<file path="src/rtl/beat_gen_if.sv">
// beat_gen_if: control and status bundle for the beat_gen tick generator.
// The master side (system or testbench) drives enable/load/period/mode;
// the slave side (beat_gen) returns the beat pulse, phase, busy and tally.
interface beat_gen_if #(
  parameter int WIDTH   = 5,
  parameter int BEATS_W = 8
) ();

  logic               enable;
  logic               load;
  logic [WIDTH-1:0]   period_m1;
  logic               one_shot;
  logic               count_en;
  logic [WIDTH-1:0]   phase;
  logic               busy;
  logic [BEATS_W-1:0] beats;

  modport master (
    output enable, load, period_m1, one_shot,
    input  count_en, phase, busy, beats
  );

  modport slave (
    input  enable, load, period_m1, one_shot,
    output count_en, phase, busy, beats
  );

endinterface

</file>
<file path="src/rtl/beat_gen.sv">
// beat_gen: programmable beat/tick generator, drop-in successor of beat32.
// Pulses count_en for one cycle every (period_m1+1) enabled cycles, either
// periodically or once (one-shot, then parks in DONE until reloaded).
// Reset restores a free-running divide-by-(DEFAULT_PERIOD_M1+1) behaviour.
//
// Build option: define BEAT_GEN_TALLY_EN to implement the beat tally
// register; otherwise the beats output is tied to zero.
module beat_gen #(
  parameter int WIDTH             = 5,
  parameter int DEFAULT_PERIOD_M1 = 31,
  parameter int BEATS_W           = 8
) (
  input  logic            clk,
  input  logic            reset,
  beat_gen_if.slave       bus
);

  typedef enum logic [0:0] {
    ST_RUN  = 1'b0,
    ST_DONE = 1'b1
  } state_e;

  state_e           state_q, state_d;
  logic [WIDTH-1:0] phase_q, phase_d;
  logic [WIDTH-1:0] period_q, period_d;
  logic             mode_q, mode_d;

  // A beat happens when running and the phase has reached the period end.
  // This decode is from registered state; reset and enable only gate it.
  logic             at_end;
  logic             beat_fire;

  assign at_end    = (state_q == ST_RUN) && (phase_q == period_q);
  assign beat_fire = bus.enable && at_end;

  // Next-state logic: load restarts, enable low freezes, otherwise advance.
  always_comb begin
    state_d  = state_q;
    phase_d  = phase_q;
    period_d = period_q;
    mode_d   = mode_q;
    if (bus.load) begin
      period_d = bus.period_m1;
      mode_d   = bus.one_shot;
      phase_d  = {WIDTH{1'b0}};
      state_d  = ST_RUN;
    end else if (!bus.enable) begin
      state_d  = state_q;
    end else begin
      case (state_q)
        ST_RUN: begin
          if (phase_q == period_q) begin
            // Phase never exceeds period_q, so wrap here instead of overflowing.
            phase_d = {WIDTH{1'b0}};
            if (mode_q) begin
              state_d = ST_DONE;
            end else begin
              state_d = ST_RUN;
            end
          end else begin
            phase_d = phase_q + {{(WIDTH-1){1'b0}}, 1'b1};
          end
        end
        ST_DONE: begin
          phase_d = {WIDTH{1'b0}};
          state_d = ST_DONE;
        end
        default: begin
          phase_d = {WIDTH{1'b0}};
          state_d = ST_RUN;
        end
      endcase
    end
  end

  // State registers with synchronous reset to the beat32-compatible setup.
  always_ff @(posedge clk) begin
    if (reset) begin
      state_q  <= ST_RUN;
      phase_q  <= {WIDTH{1'b0}};
      period_q <= WIDTH'(DEFAULT_PERIOD_M1);
      mode_q   <= 1'b0;
    end else begin
      state_q  <= state_d;
      phase_q  <= phase_d;
      period_q <= period_d;
      mode_q   <= mode_d;
    end
  end

`ifdef BEAT_GEN_TALLY_EN
  logic [BEATS_W-1:0] beats_q, beats_d;

  // Tally: cleared by load, counts beats modulo 2^BEATS_W otherwise.
  always_comb begin
    beats_d = beats_q;
    if (bus.load) begin
      beats_d = {BEATS_W{1'b0}};
    end else if (beat_fire) begin
      beats_d = beats_q + {{(BEATS_W-1){1'b0}}, 1'b1};
    end else begin
      beats_d = beats_q;
    end
  end

  // Tally register with synchronous reset.
  always_ff @(posedge clk) begin
    if (reset) begin
      beats_q <= {BEATS_W{1'b0}};
    end else begin
      beats_q <= beats_d;
    end
  end

  assign bus.beats = beats_q;
`else
  assign bus.beats = {BEATS_W{1'b0}};
`endif

  // Reset masks a pulse that the registered state would otherwise produce.
  assign bus.count_en = ~reset & beat_fire;
  assign bus.phase    = phase_q;
  assign bus.busy     = (state_q == ST_RUN);

endmodule

</file>
<file path="src/flat_wrapper.sv">
// flat-port wrapper written by rule: the top's interface ports become plain ports
module beat_gen_flat 
#(
  parameter int WIDTH             = 5,
  parameter int DEFAULT_PERIOD_M1 = 31,
  parameter int BEATS_W           = 8
)
  (clk, reset, bus_enable, bus_load, bus_period_m1, bus_one_shot, bus_count_en, bus_phase, bus_busy, bus_beats);
  beat_gen_if #(.WIDTH(WIDTH), .BEATS_W(BEATS_W)) bus_i ();
  input  logic clk;
  input  logic reset;
  input wire logic [$bits(bus_i.enable)-1:0] bus_enable;
  input wire logic [$bits(bus_i.load)-1:0] bus_load;
  input wire logic [$bits(bus_i.period_m1)-1:0] bus_period_m1;
  input wire logic [$bits(bus_i.one_shot)-1:0] bus_one_shot;
  output wire logic [$bits(bus_i.count_en)-1:0] bus_count_en;
  output wire logic [$bits(bus_i.phase)-1:0] bus_phase;
  output wire logic [$bits(bus_i.busy)-1:0] bus_busy;
  output wire logic [$bits(bus_i.beats)-1:0] bus_beats;
  assign bus_i.enable = bus_enable;
  assign bus_i.load = bus_load;
  assign bus_i.period_m1 = bus_period_m1;
  assign bus_i.one_shot = bus_one_shot;
  assign bus_count_en = bus_i.count_en;
  assign bus_phase = bus_i.phase;
  assign bus_busy = bus_i.busy;
  assign bus_beats = bus_i.beats;
  beat_gen #(.WIDTH(WIDTH), .DEFAULT_PERIOD_M1(DEFAULT_PERIOD_M1), .BEATS_W(BEATS_W)) u_core (.clk(clk), .reset(reset), .bus(bus_i));
endmodule
</file>
<file path="config.mk">
export PLATFORM = sky130hd
export DESIGN_NAME = beat_gen_flat
export DESIGN_NICKNAME = d
export VERILOG_FILES = /design/src/rtl/beat_gen_if.sv /design/src/rtl/beat_gen.sv /design/src/flat_wrapper.sv
export SDC_FILE = /design/constraint.sdc
export NUM_CORES = 1
export LEC_CHECK = 0
export ABC_CLOCK_PERIOD_IN_PS = 2800
export BUFFER_PORTS_ARGS = -buffer_cell sky130_fd_sc_hd__buf_2
export CAP_MARGIN = 5
export CORE_MARGIN = 1.5
export CORE_UTILIZATION = 30
export CTS_CLUSTER_SIZE = 25
export DETAILED_ROUTE_END_ITERATION = 8
export GPL_TIMING_DRIVEN = 0
export SLEW_MARGIN = 20
export SYNTH_ARGS = -nofsm -noshare
export SYNTH_HDL_FRONTEND = slang
export SYNTH_SLANG_ARGS = --single-unit
</file>
<file path="constraint.sdc">
create_clock -name clk -period 2.8 [get_ports clk]
set_input_delay 0.14 -clock clk [delete_from_list [all_inputs] [get_ports clk]]
set_output_delay 0.14 -clock clk [all_outputs]
set_load 0.05 [all_outputs]
</file>
==> impl_results.md, run 1 <==
* DRT Pass-1 Iters at 4
* GRT overflow at 0
* Main synth FF type: dfxtp_1
* DIE WIDTH at 49.2 um
* Post-layout worst setup margin at 1090 ps
* Die footprint at 2420 sq um
* F_max at 584 MHz
* Cell accounting for the most synthesized area: dfxtp_1
* Total Nets Final at 111
* Clock power share at 0.357
* Initial antenna violation count at 0
* Post-Syn Area at 639 sq um
* Net switching power at 110 uW
* RSZ-0062 raised after global routing: no
* Worst reg2reg setup slack at 1530 ps
* All-Layer GR Usage at 0.116
* Final antenna-violating net count at 0
* N_diodes at 0
* I/O pin cnt at 25
* Wire per inst at 9.67 um
* P&R area growth vs syn at 26.0%
* EDFF count, synth at 0
* Worst vdd ir at 0.000254 V
* Post-cts resize count at 0
* Register share of total power at 0.465
* Worst Setup End Kind: primary output
* Number of library cell types mapped by synthesis at 22
* Critical path endpoint: bus_count_en
* Yosys reg bits at 12
* Total of max-cap violations at 0
* Initial DRC count at 4
* # H-tree levels at 1
* Fill cell count at 213
* Row cnt at 16
* Clock sink total at 12
* Worst-path clk slew at 80 ps
* Share of power burned in combinational logic at 0.178
* Post-CTS setup buffer count at 0
* Pins Over Slew Limit at 0
* Final Skew at 2.86 ps
* Crit path largest cell delay at 450 ps
* Avg Cell Area, Syn at 8.64 sq um
* Lkg Pwr at 0.000366 uW
* Multi-input combinational cell area at 347 sq um
* Status: complete, no violations
* Crit-path cells: xnor2_1 > nand3_1 > nor4_1 > buf_2
* Minimum clock period at 1710 ps
* Top cells by area, synth: dfxtp_1 (38%), buf_4 (9.4%), xnor2_1 (8.2%)
* Initial Utilization at 0.323
* Setup violators final at 0
* Avg Vias per Cell at 4.29
* Largest net degree at the start of global routing at 11
* Top cell type's share of synthesized area at 0.376
* R2R Path End: u_core.bus.phase[3]
* Pre-CTS WS at 1370 ps
* Worst Path Max Fanout at 6
* CP Class: flop to primary output
* WP buf/inv at 1
* Most frequent cell after synthesis: dfxtp_1
* Global-route wire length before repair at 2.15 mm
* WP depth at 4
* Vias in the first global route at 479
* DR DRC count at 0
* Final Hold Fails at 0
* Synth Instances at 74
* Core box area at 1980 sq um
* Max Buffers Root-to-Sink at 2
* Crit-path leading delay family: flip-flops
* Clk_lat worst skew at 280 ps
* WP data arrival at 1570 ps
* Reg area at 240 sq um
* I/O Buffers at 14
* Fraction of registers with async set/reset at 0
* Final WL at 1.22 mm
* DP HPWL at 900 um
* R2R Path Start: u_core.bus.phase[0]
* Crit path from: u_core.bus.phase[0]
* Via count at 540
* Share of cells above drive strength 1 at 0.313
* WHS Path Cells at 2
* Sw Share at 0.280
* Routability cong. at 0.736
* Num CTS Buffers at 3
* Startpoint Class: flop
* Required @ worst endpoint at 2660 ps
* Pint at 282 uW
* Final Cycle Share at 0.612
* Worst min path class: primary input to flop
* Hold Path Origin: bus_period_m1[4]
* Sum Neg Setup Slack at 0 ps
* Synth Warn # at 0
* CTS Hold Buffers Added at 0
* Chip height at 49.2 um
* FF-to-FF path depth at 4
* Critical-path top delay cell: dfxtp_1
* CTS tree: done
* Root Buffer: clkbuf_4
* Power Dens Cells at 487 nW/um^2
* Commonest cells post-synth: dfxtp_1 (12), nand2_1 (10), buf_4 (8)
* Sequential fraction of the synthesis area at 0.376
==> worst min-delay path by stage <==
| stage | to | slack [ps] |
|---|---|---|
| after CTS | u_core.period_q[4] | 50 |
| after detailed placement | u_core.period_q[4] | 350 |
| after global placement | u_core.period_q[4] | 340 |
| final | u_core.period_q[4] | 60 |
| after global routing | u_core.period_q[1] | 60 |
| after floorplan | u_core.period_q[4] | 260 |
==> per-layer routing <==
metal,track usage,part of all wire,vias up
met3,0.0613,0.089,0
met2,0.182,0.43,22
li1,-,-,284
met5,0,0,-
met4,0.0286,0,0
met1,0.138,0.47,234
==> placed cells by master, fill, tap and decap left out, drive strengths merged <==
cell / Yosys / layout
a211o: 5 / 5
a21oi: 1 / 1
buf: 11 / 25
clkbuf: 0 / 4
conb: 1 / 8
dfxtp: 12 / 12
ha: 1 / 1
inv: 1 / 1
mux2: 1 / 1
mux2i: 2 / 2
nand2: 10 / 10
nand3: 3 / 3
nand3b: 2 / 2
nand4: 1 / 1
nor2: 2 / 2
nor2b: 6 / 6
nor3: 2 / 2
nor4: 1 / 1
o21a: 1 / 1
o21ai: 5 / 5
xnor2: 6 / 6
==> flip-flops by register name, summed over array words and instances (netlist names) <==
name,flops
u_core.mode_q,1
u_core.bus.phase,5
u_core.period_q,5
u_core.state_q,1
==> power by group through the flow <==
stage               registers [uW]  logic [uW]  clock network (uW)
finish                         182        69.8                 140
global route                   184        75.9                 152
CTS                            183        69.7                 144
detailed placement             187        69.6                   0
global placement               187        69.0                   0
floorplan                      189        56.2                   0
==> stage by stage <==
step                std cells  area (sq um)  hold WS, ps  utilization  total power [uW]
finish                    126           806         61.8        0.407               392
global route              126           806         63.9        0.407               412
CTS                       126           806         55.0        0.407               396
detailed placement        122           769          348        0.388               256
global placement          122           769          342        0.388               256
floorplan                  81           666          258            -               245
==> final cells by class <==
type                            instances  share of cell area
Timing Repair Buffer                   14              0.0870
Sequential cell                        12               0.298
Clock buffer                            4              0.0450
Inverter                                1             0.00466
Multi-Input combinational cell         57               0.430
Tap cell                               27              0.0419
Buffer                                 11              0.0932
==> cell families after synthesis <==
family,Yosys count,share of synthesized area
and+or+nand+nor,27,0.211
other,1,0.00587
xor gates and xnor gates,6,0.0822
buffers and inverters,12,0.123
adders and majority gates,1,0.0196
AOI/OAI and AO/OA,12,0.133
muxes,3,0.0489
DFF,12,0.376
No activity file was read; power rests on OpenSTA's default activity.
==> run 2, diff against run 1 <==
--- a/config.mk
+++ b/config.mk
@@ -5,7 +5,8 @@
 export SDC_FILE = /design/constraint.sdc
 export NUM_CORES = 1
 export LEC_CHECK = 0
-export ABC_CLOCK_PERIOD_IN_PS = 2800
+export ABC_AREA = 1
+export ABC_CLOCK_PERIOD_IN_PS = 1700
 export BUFFER_PORTS_ARGS = -buffer_cell sky130_fd_sc_hd__buf_2
 export CAP_MARGIN = 5
 export CORE_MARGIN = 1.5
==> constraint.sdc (replaced) <==
create_clock -name clk -period 1.7 [get_ports clk]
set_input_delay 0.085 -clock clk [delete_from_list [all_inputs] [get_ports clk]]
set_output_delay 0.085 -clock clk [all_outputs]
set_load 0.05 [all_outputs]
==> run 2 against run 1 <==
  * Clock-buffer cell count unchanged
  * Wire length increased by 12%
  * Clock power increased by 67%
  * Final cell count increased by 19%
  * Sequential cell count unchanged
  * Power increased by 67%
  * Final area increased by 8.9%
  * Critical path depth increased by 3
  * Register-to-register slack got worse by 1000 ps
==> impl_results.md, run 2 <==
* F_max at 637 MHz
* Chip height at 50.2 um
* Clock sink total at 12
* FF-to-FF path depth at 9
* Worst vdd ir at 0.000516 V
* Top cell type's share of synthesized area at 0.360
* Post-Syn Area at 667 sq um
* Via count at 620
* Main synth FF type: dfxtp_1
* Commonest cells post-synth: nand2_1 (20), dfxtp_1 (12), inv_1 (12)
* Lkg Pwr at 0.000452 uW
* Final Hold Fails at 0
* Final antenna-violating net count at 0
* R2R Path Start: u_core.bus.phase[1]
* # H-tree levels at 1
* Row cnt at 16
* Initial antenna violation count at 0
* P&R area growth vs syn at 31.5%
* Number of library cell types mapped by synthesis at 20
* Top cells by area, synth: dfxtp_1 (36%), nand2_1 (11%), buf_4 (9.0%)
* WP data arrival at 1490 ps
* Total of max-cap violations at 0
* Most frequent cell after synthesis: nand2_1
* EDFF count, synth at 0
* Core box area at 2020 sq um
* Initial DRC count at 10
* DIE WIDTH at 50.2 um
* Largest net degree at the start of global routing at 11
* Final Skew at 6.97 ps
* Final Cycle Share at 0.924
* Routability cong. at 0.773
* Placed Instances at 144
* Final WL at 1.36 mm
* Avg Cell Area, Syn at 7.02 sq um
* Required @ worst endpoint at 1620 ps
* Max Buffers Root-to-Sink at 2
* Worst Setup End Kind: primary output
* WHS Path Cells at 3
* Clk_lat worst skew at 280 ps
* Worst reg2reg setup slack at 500 ps
* Cell accounting for the most synthesized area: dfxtp_1
* N_diodes at 0
* Total Nets Final at 135
* Fraction of registers with async set/reset at 0
* Startpoint Class: flop
* I/O Buffers at 15
* Final Util at 0.434
* Status: complete, no violations
* Initial Utilization at 0.330
* Worst min path class: primary input to flop
* Setup violators final at 0
* Synth Warn # at 0
* Most common cell after layout, fill and taps aside: nand2_1
* Die footprint at 2520 sq um
* CP Class: flop to primary output
* DRT Pass-1 Iters at 3
* DP HPWL at 1.06 mm
* Num CTS Buffers at 3
* GRT overflow at 0
* Hold Path Sink: u_core.period_q[0]
* Global-route wire length before repair at 2.28 mm
* Hold Path Origin: bus_period_m1[0]
* Fin cells at 150
* Power Dens Cells at 746 nW/um^2
* Pwr Total at 654 uW
* Pins Over Slew Limit at 0
* All-Layer GR Usage at 0.127
* Minimum clock period at 1570 ps
* Root Buffer: clkbuf_4
* Share of cells above drive strength 1 at 0.358
* CTS tree: done
* I/O pin cnt at 25
* Wire per inst at 9.09 um
* Sequential fraction of the synthesis area at 0.360
* Avg Vias per Cell at 4.13
* Synth Instances at 95
* Yosys reg bits at 12
* Commonest non-fill, non-tap cells in the layout: nand2_1 (20), buf_2 (15), inv_1 (12)
* Vias in the first global route at 525
* Worst-path clk slew at 80 ps
* R2R Path End: u_core.state_q
* Worst Path Max Fanout at 6
* DR DRC count at 0
run 2: how the worst max path moves through the flow:
stage	from	to	cells past startpoint
finish	u_core.bus.phase[1]	bus_count_en	7
global route	u_core.bus.phase[1]	bus_count_en	7
CTS	u_core.bus.phase[1]	bus_count_en	7
detailed placement	u_core.bus.phase[1]	bus_count_en	7
global placement	u_core.bus.phase[1]	bus_count_en	7
floorplan	u_core.bus.phase[3]	bus_count_en	6
run 2: area by class of cell:
type	count	area, sq um
buffer	9	65.1
clock buffer	4	36.3
fill	234	1140
inverter	14	52.6
multi-input combinational	67	344
sequential	12	246
tap	27	33.8
timing repair buffer	17	98.8
run 2: repair_timing:
action                                 in CTS  in global routing
setup endpoints to repair                   1                  1
pin swaps                                   0                  1
hold buffers                                1                  0
buffers inserted                            0                  1
resized for setup                           1                  1
endpoints found under the hold margin       1                  0
run 2: per-stage QoR:
step	hold slack [ps]	TNS [ps]	setup WS (ps)	cell area, sq um
global placement	301	0	282	817
CTS	6.36	0	16.9	866
detailed placement	309	0	279	817
global route	19.3	-3.46	-3.46	877
floorplan	169	0	44.9	708
finish	9.34	0	129	877
run 2: power by group:
group	internal, uW	switching [uW]	leakage, uW
clock	130	104	0.0000210
sequential	293	8.07	0.000101
combinational	38.4	80.8	0.000330
run 2: routing by layer:
layer	vias to the layer above	GRT usage	share of wire
li1	339	-	-
met1	260	0.161	0.47
met2	16	0.171	0.43
met3	5	0.0655	0.078
met4	0	0.0694	0.027
met5	-	0	0
run 2: critical path: stages, from the launching register on:
cell and delay, ps:
dfxtp_2 390, inv_1 50, nand2_1 50, nand2_1 40
nor2_1 120, nand3_2 130, nor4_4 230, buf_6 190
run 2: logic make-up (layout without fill, tap and decap cells):
logic type	count (synthesis)	after routing	share of synthesized area
fa+ha+maj	1	1	0.0188
compound gates	17	17	0.128
other cells	1	8	0.00562
flops	12	12	0.360
xor+xnor	2	2	0.0263
buf+inv	23	44	0.176
simple gates	39	39	0.285
